[src/rtl/pri_mixer.sv]
// Per-pixel priority mixer feeding the palette stage: picks bg0/bg1/fg/obj by programmable priority.
// Define PRI_MIXER_LINE_LATCH_EN to make the CPU registers shadows that are latched on each HBLANK.
module pri_mixer #(
    parameter int unsigned PIX_W = 12
) (
    input  logic             clk,
    input  logic             reset_n,
    input  logic             ce_pixel,
    input  logic [15:0]      MDin,
    output logic [15:0]      MDout,
    input  logic             CS,
    input  logic [2:0]       MA,
    input  logic             RWn,
    input  logic             UDSn,
    input  logic             LDSn,
    output logic             DTACKn,
    input  logic             HBLANKn_in,
    input  logic             VBLANKn_in,
    input  logic [PIX_W-1:0] bg0_pix,
    input  logic [PIX_W-1:0] bg1_pix,
    input  logic [PIX_W-1:0] fg_pix,
    input  logic [PIX_W-1:0] obj_pix,
    input  logic [1:0]       obj_pri,
    output logic [13:0]      IM,
    output logic             HBLANKn,
    output logic             VBLANKn
);

    // CPU-visible registers
    logic [11:0] reg0_q;
    logic [15:0] reg1_q;
    logic [7:0]  reg2_q;
    logic [13:0] reg3_q;
    logic        reg4_q;

    // Registers used by the pixel pipeline
    logic [11:0] act0;
    logic [15:0] act1;
    logic [7:0]  act2;
    logic [13:0] act3;
    logic        act4;

    logic [15:0] rd_word;
    logic [15:0] wr_word;
    logic        wr_en;
    logic [15:0] mdout_q;
    logic        dtack_n_q;

    always_comb begin
        rd_word = '0;
        case (MA)
            3'd0:    rd_word = {4'd0, reg0_q};
            3'd1:    rd_word = reg1_q;
            3'd2:    rd_word = {8'd0, reg2_q};
            3'd3:    rd_word = {2'd0, reg3_q};
            3'd4:    rd_word = {15'd0, reg4_q};
            default: rd_word = '0;
        endcase
    end

    // Merge only the strobed byte lanes into the current contents
    always_comb begin
        wr_en   = CS && !RWn;
        wr_word = {(UDSn ? rd_word[15:8] : MDin[15:8]), (LDSn ? rd_word[7:0] : MDin[7:0])};
    end

    always_ff @(posedge clk or negedge reset_n) begin
        if (!reset_n) begin
            reg0_q    <= '0;
            reg1_q    <= '0;
            reg2_q    <= '0;
            reg3_q    <= '0;
            reg4_q    <= 1'b0;
            mdout_q   <= '0;
            dtack_n_q <= 1'b1;
        end else begin
            if (wr_en) begin
                case (MA)
                    3'd0:    reg0_q <= wr_word[11:0];
                    3'd1:    reg1_q <= wr_word;
                    3'd2:    reg2_q <= wr_word[7:0];
                    3'd3:    reg3_q <= wr_word[13:0];
                    3'd4:    reg4_q <= wr_word[0];
                    default: ;
                endcase
            end
            if (CS && RWn) mdout_q <= rd_word;
            dtack_n_q <= ~CS;
        end
    end

    assign MDout  = mdout_q;
    assign DTACKn = dtack_n_q;

`ifdef PRI_MIXER_LINE_LATCH_EN
    logic hb_prev_q;

    always_ff @(posedge clk or negedge reset_n) begin
        if (!reset_n) begin
            hb_prev_q <= 1'b0;
            act0      <= '0;
            act1      <= '0;
            act2      <= '0;
            act3      <= '0;
            act4      <= 1'b0;
        end else if (ce_pixel) begin
            hb_prev_q <= HBLANKn_in;
            if (hb_prev_q && !HBLANKn_in) begin
                act0 <= reg0_q;
                act1 <= reg1_q;
                act2 <= reg2_q;
                act3 <= reg3_q;
                act4 <= reg4_q;
            end
        end
    end
`else
    assign act0 = reg0_q;
    assign act1 = reg1_q;
    assign act2 = reg2_q;
    assign act3 = reg3_q;
    assign act4 = reg4_q;
`endif

    // Stage 1: effective priorities (transparent pen forces priority 0)
    logic [3:0]       obj_prog;
    logic [3:0]       bg0_eff, bg1_eff, fg_eff, obj_eff;
    logic [PIX_W-1:0] bg0_s1, bg1_s1, fg_s1, obj_s1;
    logic [3:0]       bg0_pri_s1, bg1_pri_s1, fg_pri_s1, obj_pri_s1;
    logic             hb_s1, vb_s1;

    always_comb begin
        obj_prog = act1[obj_pri*4 +: 4];
        bg0_eff  = (bg0_pix[3:0] == 4'd0) ? 4'd0 : act0[3:0];
        bg1_eff  = (bg1_pix[3:0] == 4'd0) ? 4'd0 : act0[7:4];
        fg_eff   = (fg_pix[3:0] == 4'd0) ? 4'd0 : act0[11:8];
        obj_eff  = (obj_pix[3:0] == 4'd0) ? 4'd0 : obj_prog;
    end

    always_ff @(posedge clk or negedge reset_n) begin
        if (!reset_n) begin
            bg0_s1     <= '0;
            bg1_s1     <= '0;
            fg_s1      <= '0;
            obj_s1     <= '0;
            bg0_pri_s1 <= '0;
            bg1_pri_s1 <= '0;
            fg_pri_s1  <= '0;
            obj_pri_s1 <= '0;
            hb_s1      <= 1'b0;
            vb_s1      <= 1'b0;
        end else if (ce_pixel) begin
            bg0_s1     <= bg0_pix;
            bg1_s1     <= bg1_pix;
            fg_s1      <= fg_pix;
            obj_s1     <= obj_pix;
            bg0_pri_s1 <= bg0_eff;
            bg1_pri_s1 <= bg1_eff;
            fg_pri_s1  <= fg_eff;
            obj_pri_s1 <= obj_eff;
            hb_s1      <= HBLANKn_in;
            vb_s1      <= VBLANKn_in;
        end
    end

    // Stage 2: later comparisons use >= so ties resolve fg > obj > bg1 > bg0
    logic [3:0]  win_pri;
    logic [13:0] win_pix;
    logic [13:0] im_d;
    logic [13:0] im_q;
    logic        hb_q, vb_q;

    always_comb begin
        win_pri = bg0_pri_s1;
        win_pix = {act2[1:0], bg0_s1[11:0]};
        if (bg1_pri_s1 >= win_pri) begin
            win_pri = bg1_pri_s1;
            win_pix = {act2[3:2], bg1_s1[11:0]};
        end
        if (obj_pri_s1 >= win_pri) begin
            win_pri = obj_pri_s1;
            win_pix = {act2[7:6], obj_s1[11:0]};
        end
        if (fg_pri_s1 >= win_pri) begin
            win_pri = fg_pri_s1;
            win_pix = {act2[5:4], fg_s1[11:0]};
        end
        im_d = (!act4 || win_pri == 4'd0) ? act3 : win_pix;
    end

    always_ff @(posedge clk or negedge reset_n) begin
        if (!reset_n) begin
            im_q <= '0;
            hb_q <= 1'b0;
            vb_q <= 1'b0;
        end else if (ce_pixel) begin
            im_q <= im_d;
            hb_q <= hb_s1;
            vb_q <= vb_s1;
        end
    end

    assign IM      = im_q;
    assign HBLANKn = hb_q;
    assign VBLANKn = vb_q;

endmodule

[config.mk]
export PLATFORM = sky130hd
export DESIGN_NAME = pri_mixer
export DESIGN_NICKNAME = d
export VERILOG_FILES = /design/src/rtl/pri_mixer.sv
export SDC_FILE = /design/constraint.sdc
export NUM_CORES = 1
export LEC_CHECK = 0
export CELL_PAD_IN_SITES_DETAIL_PLACEMENT = 1
export CELL_PAD_IN_SITES_GLOBAL_PLACEMENT = 1
export CORE_MARGIN = 1
export CORE_UTILIZATION = 47
export DETAILED_ROUTE_END_ITERATION = 10
export GPL_ROUTABILITY_DRIVEN = 0
export HOLD_SLACK_MARGIN = 0.1
export PLACE_DENSITY = 0.88
export SYNTH_ARGS = -nofsm -noshare
export SYNTH_HDL_FRONTEND = slang
export SYNTH_SLANG_ARGS = --single-unit
[constraint.sdc]
create_clock -name clk -period 10.4 [get_ports clk]
set_input_delay 1.04 -clock clk [delete_from_list [all_inputs] [get_ports clk]]
set_output_delay 1.04 -clock clk [all_outputs]
set_load 0.005 [all_outputs]
After elaboration in Yosys (flattened, before gate mapping)
Cells that the tools add are included.
{ "classes": {"magnitude_cmp": 3, "eq_ne": 4, "n_shift": 1, "mux": 14, "n_bitwise": 1, "n_reduce_logical": 16} }
{ "op_table": {"columns": ["op", "n"], "rows": [
  ["$pmux W16 S5", 1],
  ["$mux W14", 4],
  ["$mux W4", 7],
  ["$logic_not A4 Y1", 5],
  ["$mux W8", 2],
  ["$shiftx A16 B5 Y4", 1],
  ["$ge A4 B4 Y1", 3],
  ["$reduce_and A2 Y1", 5],
  ["$eq A3 B2 Y1 const B", 2],
  ["$eq A3 B1 Y1 const B", 1],
  ["$eq A3 B3 Y1 const B", 1],
  ["$logic_not A3 Y1", 1],
  ["$logic_and A1 B1 Y1", 2],
  ["$logic_not A1 Y1", 2],
  ["$logic_or A1 B1 Y1", 1],
  ["$not A1 Y1", 1]
]} }
{ "word_totals": {"reg_bits": 150, "inputBits": 78, "out_inout_bits": 33, "wordCells": 59} }

Longest topological paths before layout
{ "depth": {"ltp_word": 9, "ltp_mapped": 22, "depth_no_buf": 19} }

Worst setup path before layout
Ideal clock, no wire load.
{ "synth_path": {"path_type": "reg2reg", "startpoint": "reg bg0_pri_s1[0]", "endpoint": "reg im_q[10] (netlist: IM[10])", "arrival_time_ns": 4.704, "required_time_ns": 10.274, "setup_slack_ns": 5.569, "stages_incl_launch_ff": 22, "synth_period_minus_slack_ns": 4.831, "path_cell_list": "dfrtp_1 -> ha_1 -> nand2b_4 -> a2111oi_4 -> nor2_4 -> buf_12 -> mux2i_1 -> ha_1 -> nand2b_1 -> a2111o_1 -> and2_4 -> buf_6 -> nor2_1 -> a21oi_1 -> ha_1 -> a21oi_1 -> o21ai_0 -> a21oi_1 -> o21ai_0 -> o21a_4 -> buf_6 -> a221o_1"} }
{ "synth_between": {"elab_chain_len": 9, "word_cells_on_any_way": 12, "cone_classes": "order compare (3); mux (7); reduce/logical (2)"} }
{ "synth_rtl": {"columns": ["element", "line", "rtl"], "rows": [
  ["start: declaration", "129", "logic [3:0] bg0_pri_s1, bg1_pri_s1, fg_pri_s1, obj_pri_s1;"],
  ["start signal: assignment", "157", "bg0_pri_s1 <= bg0_eff;"],
  ["$ge A4 B4 Y1", "176", "if (bg1_pri_s1 >= win_pri) begin"],
  ["$mux W4", "176", null],
  ["$ge A4 B4 Y1", "180", "if (obj_pri_s1 >= win_pri) begin"],
  ["$mux W4", "180", null],
  ["$ge A4 B4 Y1", "184", "if (fg_pri_s1 >= win_pri) begin"],
  ["$mux W4", "184", null],
  ["$logic_not A4 Y1", "188", "im_d = (!act4 || win_pri == 4'd0) ? act3 : win_pix;"],
  ["$logic_or A1 B1 Y1", "188", null],
  ["$mux W14 (*)", "188", null],
  ["end signal: assignment", "197", "im_q <= im_d;"],
  ["end: declaration", "170", "logic [13:0] im_q;"]
]} }
Every way passes the cells marked *; elsewhere a longest branch is shown, timed or not.
A chain may end at the register's enable or synchronous reset.

Worst setup path in the final report
{ "layout_path": {"startpoint": "reg bg1_pri_s1[0]", "endpoint": "reg im_q[11] (netlist: IM[11])"} }
{ "layout_between": {"elab_chain_len": 9, "word_cells_on_any_way": 12, "cone_classes": "order compare (3); mux (7); reduce/logical (2)"} }
{ "layout_rtl": {"columns": ["element", "line", "rtl"], "rows": [
  ["start: declaration", "129", null],
  ["start signal: assignment", "158", "bg1_pri_s1 <= bg1_eff;"],
  ["$ge A4 B4 Y1", "176", null],
  ["$mux W4", "176", null],
  ["$ge A4 B4 Y1", "180", null],
  ["$mux W4", "180", null],
  ["$ge A4 B4 Y1", "184", null],
  ["$mux W4", "184", null],
  ["$logic_not A4 Y1", "188", null],
  ["$logic_or A1 B1 Y1", "188", null],
  ["$mux W14 (*)", "188", null]
]} }
Marks and branches as above.

==> results.cfg <==
[power_and_ir_drop]
swShare_pct = 32.9
p_leak_uw = 0.00387
p_int_uw = 1490
clock_power_share_pct = 30.2
p_per_area_nw_per_um2 = 248
pwr-share-comb_pct = 33.8
p_switching_uw = 732
seq_power_share_pct = 36.1
vdd_drop_max_mv = 0.152

[routing]
antenna_left = 0
wl_per_cell_um = 24.5
first_pass_iters = 10
drc = 4
via_per_inst = 6.07
drt_iter0_markers = 425
vias = 5452
wl_um = 22000

[floorplan]
start_util_pct = 48.6
boundaryPins = 111
core_um2 = 14700
rows = 44
die_y_um = 125
die-area_um2 = 15700
die_w_um = 125

[yosys]
synthCells = 606
netlist_area_um2 = 7150
syn_area_per_cell_um2 = 11.8
ys_seq_area_share_pct = 52.5
synthDistinctLibCells = 42
synth_nets = 696
ys_warn_count = 0
synth_edf_count = 0
async_reset_ff_share_pct = 100
synth_seq_cells = 150
synth_flop_cell = dfrtp_1

[final_layout]
diodes = 0
fill_cells = 1485
stdcell_area_um2 = 8960
drive_above_1_share_pct = 18.6
finalNetCount = 792
area_delta_synth_final_pct = 25.4
final_common_cell = dfrtp_1
final_cell_mix = dfrtp_1, clkdlybuf4s50_1, mux2_2

[sta]
finalWorstSetupSlack_ps = 4590
slew_headroom_pct = 15.6
fin_tns_setup_ps = 0
max_freq_ghz = 0.172
setup_violations = 0
rsz0062_at_grt = no
fin_skew_ps = 11.4
whs_ps = 487
min_period_over_period_pct = 55.9
slew_violations = 0
fin_crit_ps = 5810
worst_pin_slew_ps = 1260
hold_viol = 0

[place]
dpl_cell_area_um2 = 8320
dpl_worst_slack_ps = 4980
place_hpwl_um = 14300
port_buffers = 110

[setup_path]
worstPathMaxFanout = 18
arrival_ps = 6180
crit_type = reg -> reg
start_kind = flip-flop
crit_path_end_kind = flip-flop
critPathRequiredTime_ps = 10760

[min_path]
hp-class = reg -> reg

[outcome]
violations = design-rule violations
status = finished with violations

[global_route]
antenna_found_initial = 0
grt.overflow.total = 0
top_usage_layer = met2
grt_use_met3_pct = 6.33
grt_max_degree = 93
globalRouteTotalUtil_pct = 30.2
grtUsageMet2_pct = 52.8
use_met1_pct = 35.8
grt_pass1_wl_um = 35500
grt_pass1_vias = 6184

[job]
drv_cap = 0

[cts]
cts-root-buf = clkbuf_16
cts.sinks = 150
cts_setup_buffers = 0
htreeDepth = 4
clkSlewWorstSetupHoldPaths_ps = 60
clock_latency_ps = 440
cts_buffers = 17
cts_hold_buf = 0
cts_tree = done
cts_buffer_depth = 2
cts_resized = 0
==> stage by stage <==
step | total power (µW) | util, % | instances
after floorplan | 1250 | - | 606
after global placement | 1460 | 56.6 | 867
after detailed placement | 1510 | 56.6 | 867
after CTS | 2220 | 60.9 | 898
after global routing | 2320 | 60.9 | 898
final | 2220 | 60.9 | 898
==> cell type report <==
cell class / count / area (µm²) / area share, %
clock inverters: 7 / 141 / 1.58
repair buffers: 113 / 1120 / 12.5
multi-input cells: 396 / 3130 / 34.9
well taps: 184 / 230 / 2.57
inverters: 24 / 90.1 / 1.01
clock buffers: 24 / 492 / 5.49
flip-flops and latches: 150 / 3750 / 41.9
==> per-layer routing <==
metal  routed length, µm  vias to the layer above
met5                   0                        -
met4                 778                        0
met3                1030                       56
met2               11500                      196
met1                8740                     2838
li1                    -                     2362
==> state kept, by name (all words and copies together) (netlist names), 4 cells and up <==
signal and flops:
IM 14, MDout 16, act0 12, act1 16, act2 8, act3 14
bg0_pri_s1 4, bg0_s1 12, bg1_pri_s1 4, bg1_s1 12, fg_pri_s1 4, fg_s1 12
obj_pri_s1 4, obj_s1 12
==> Yosys cell counts, drive strengths merged (5+ instances only) <==
library cell / n / area [µm²]
clkbuf: 25 / 93.8
nor2: 37 / 146
buf: 11 / 85.1
inv: 24 / 90.1
mux2: 80 / 923
a21oi: 24 / 120
nor2b: 30 / 188
a221o: 28 / 280
o22ai: 5 / 31.3
and2: 9 / 61.3
o21ai: 45 / 225
o31ai: 6 / 45.0
mux2i: 24 / 240
ha: 12 / 150
mux4: 11 / 248
dfrtp: 149 / 3730
nand2: 56 / 210
==> cells by family (layout without fill, tap and decap cells) <==
family,Yosys count,count (layout),share of synthesized area (%)
adder cells (fa/ha/maj),12,12,2.10
multiplexers,115,115,19.8
AO/OA/AOI/OAI,123,123,12.0
AND/OR/NAND/NOR,146,146,9.81
flip-flops,150,150,52.5
buffers and inverters,60,168,3.76
==> worst paths after layout <==
path | from | endpoint | slack [ps] | cells after the start
max | bg1_pri_s1[0] | IM[11] | 4590 | 20
min | MDout[10] | MDout[10] | 490 | 2
max reg2reg | bg1_pri_s1[0] | IM[11] | 4590 | 20
min reg2reg | MDout[10] | MDout[10] | 490 | 2
max in group asynchronous | reset_n | act3[3] | 8370 | 2
min in group asynchronous | reset_n | act0[1] | 700 | 1
==> power by group through the flow <==
stage / registers (µW) / logic [µW] / clock network (µW)
floorplan: 761 / 487 / 0
detailed placement: 804 / 711 / 0
CTS: 800 / 747 / 677
finish: 803 / 751 / 671
global placement: 796 / 662 / 0
global route: 812 / 809 / 697
==> critical path: stages, from the launching register on <==
cell	delay [ps]
dfrtp_1	370
inv_1	160
ha_1	270
nand2b_4	150
a2111oi_4	480
nor2_4	240
mux2i_1	460
ha_1	340
nor3_1	230
nor2_1	110
and2_4	210
nor2_1	130
a21oi_1	60
ha_1	310
a21oi_1	150
o21ai_0	130
a21oi_1	200
buf_4	280
o21ai_0	230
nor3b_2	890
a221o_1	330
(Power assumes the default switching activity.)
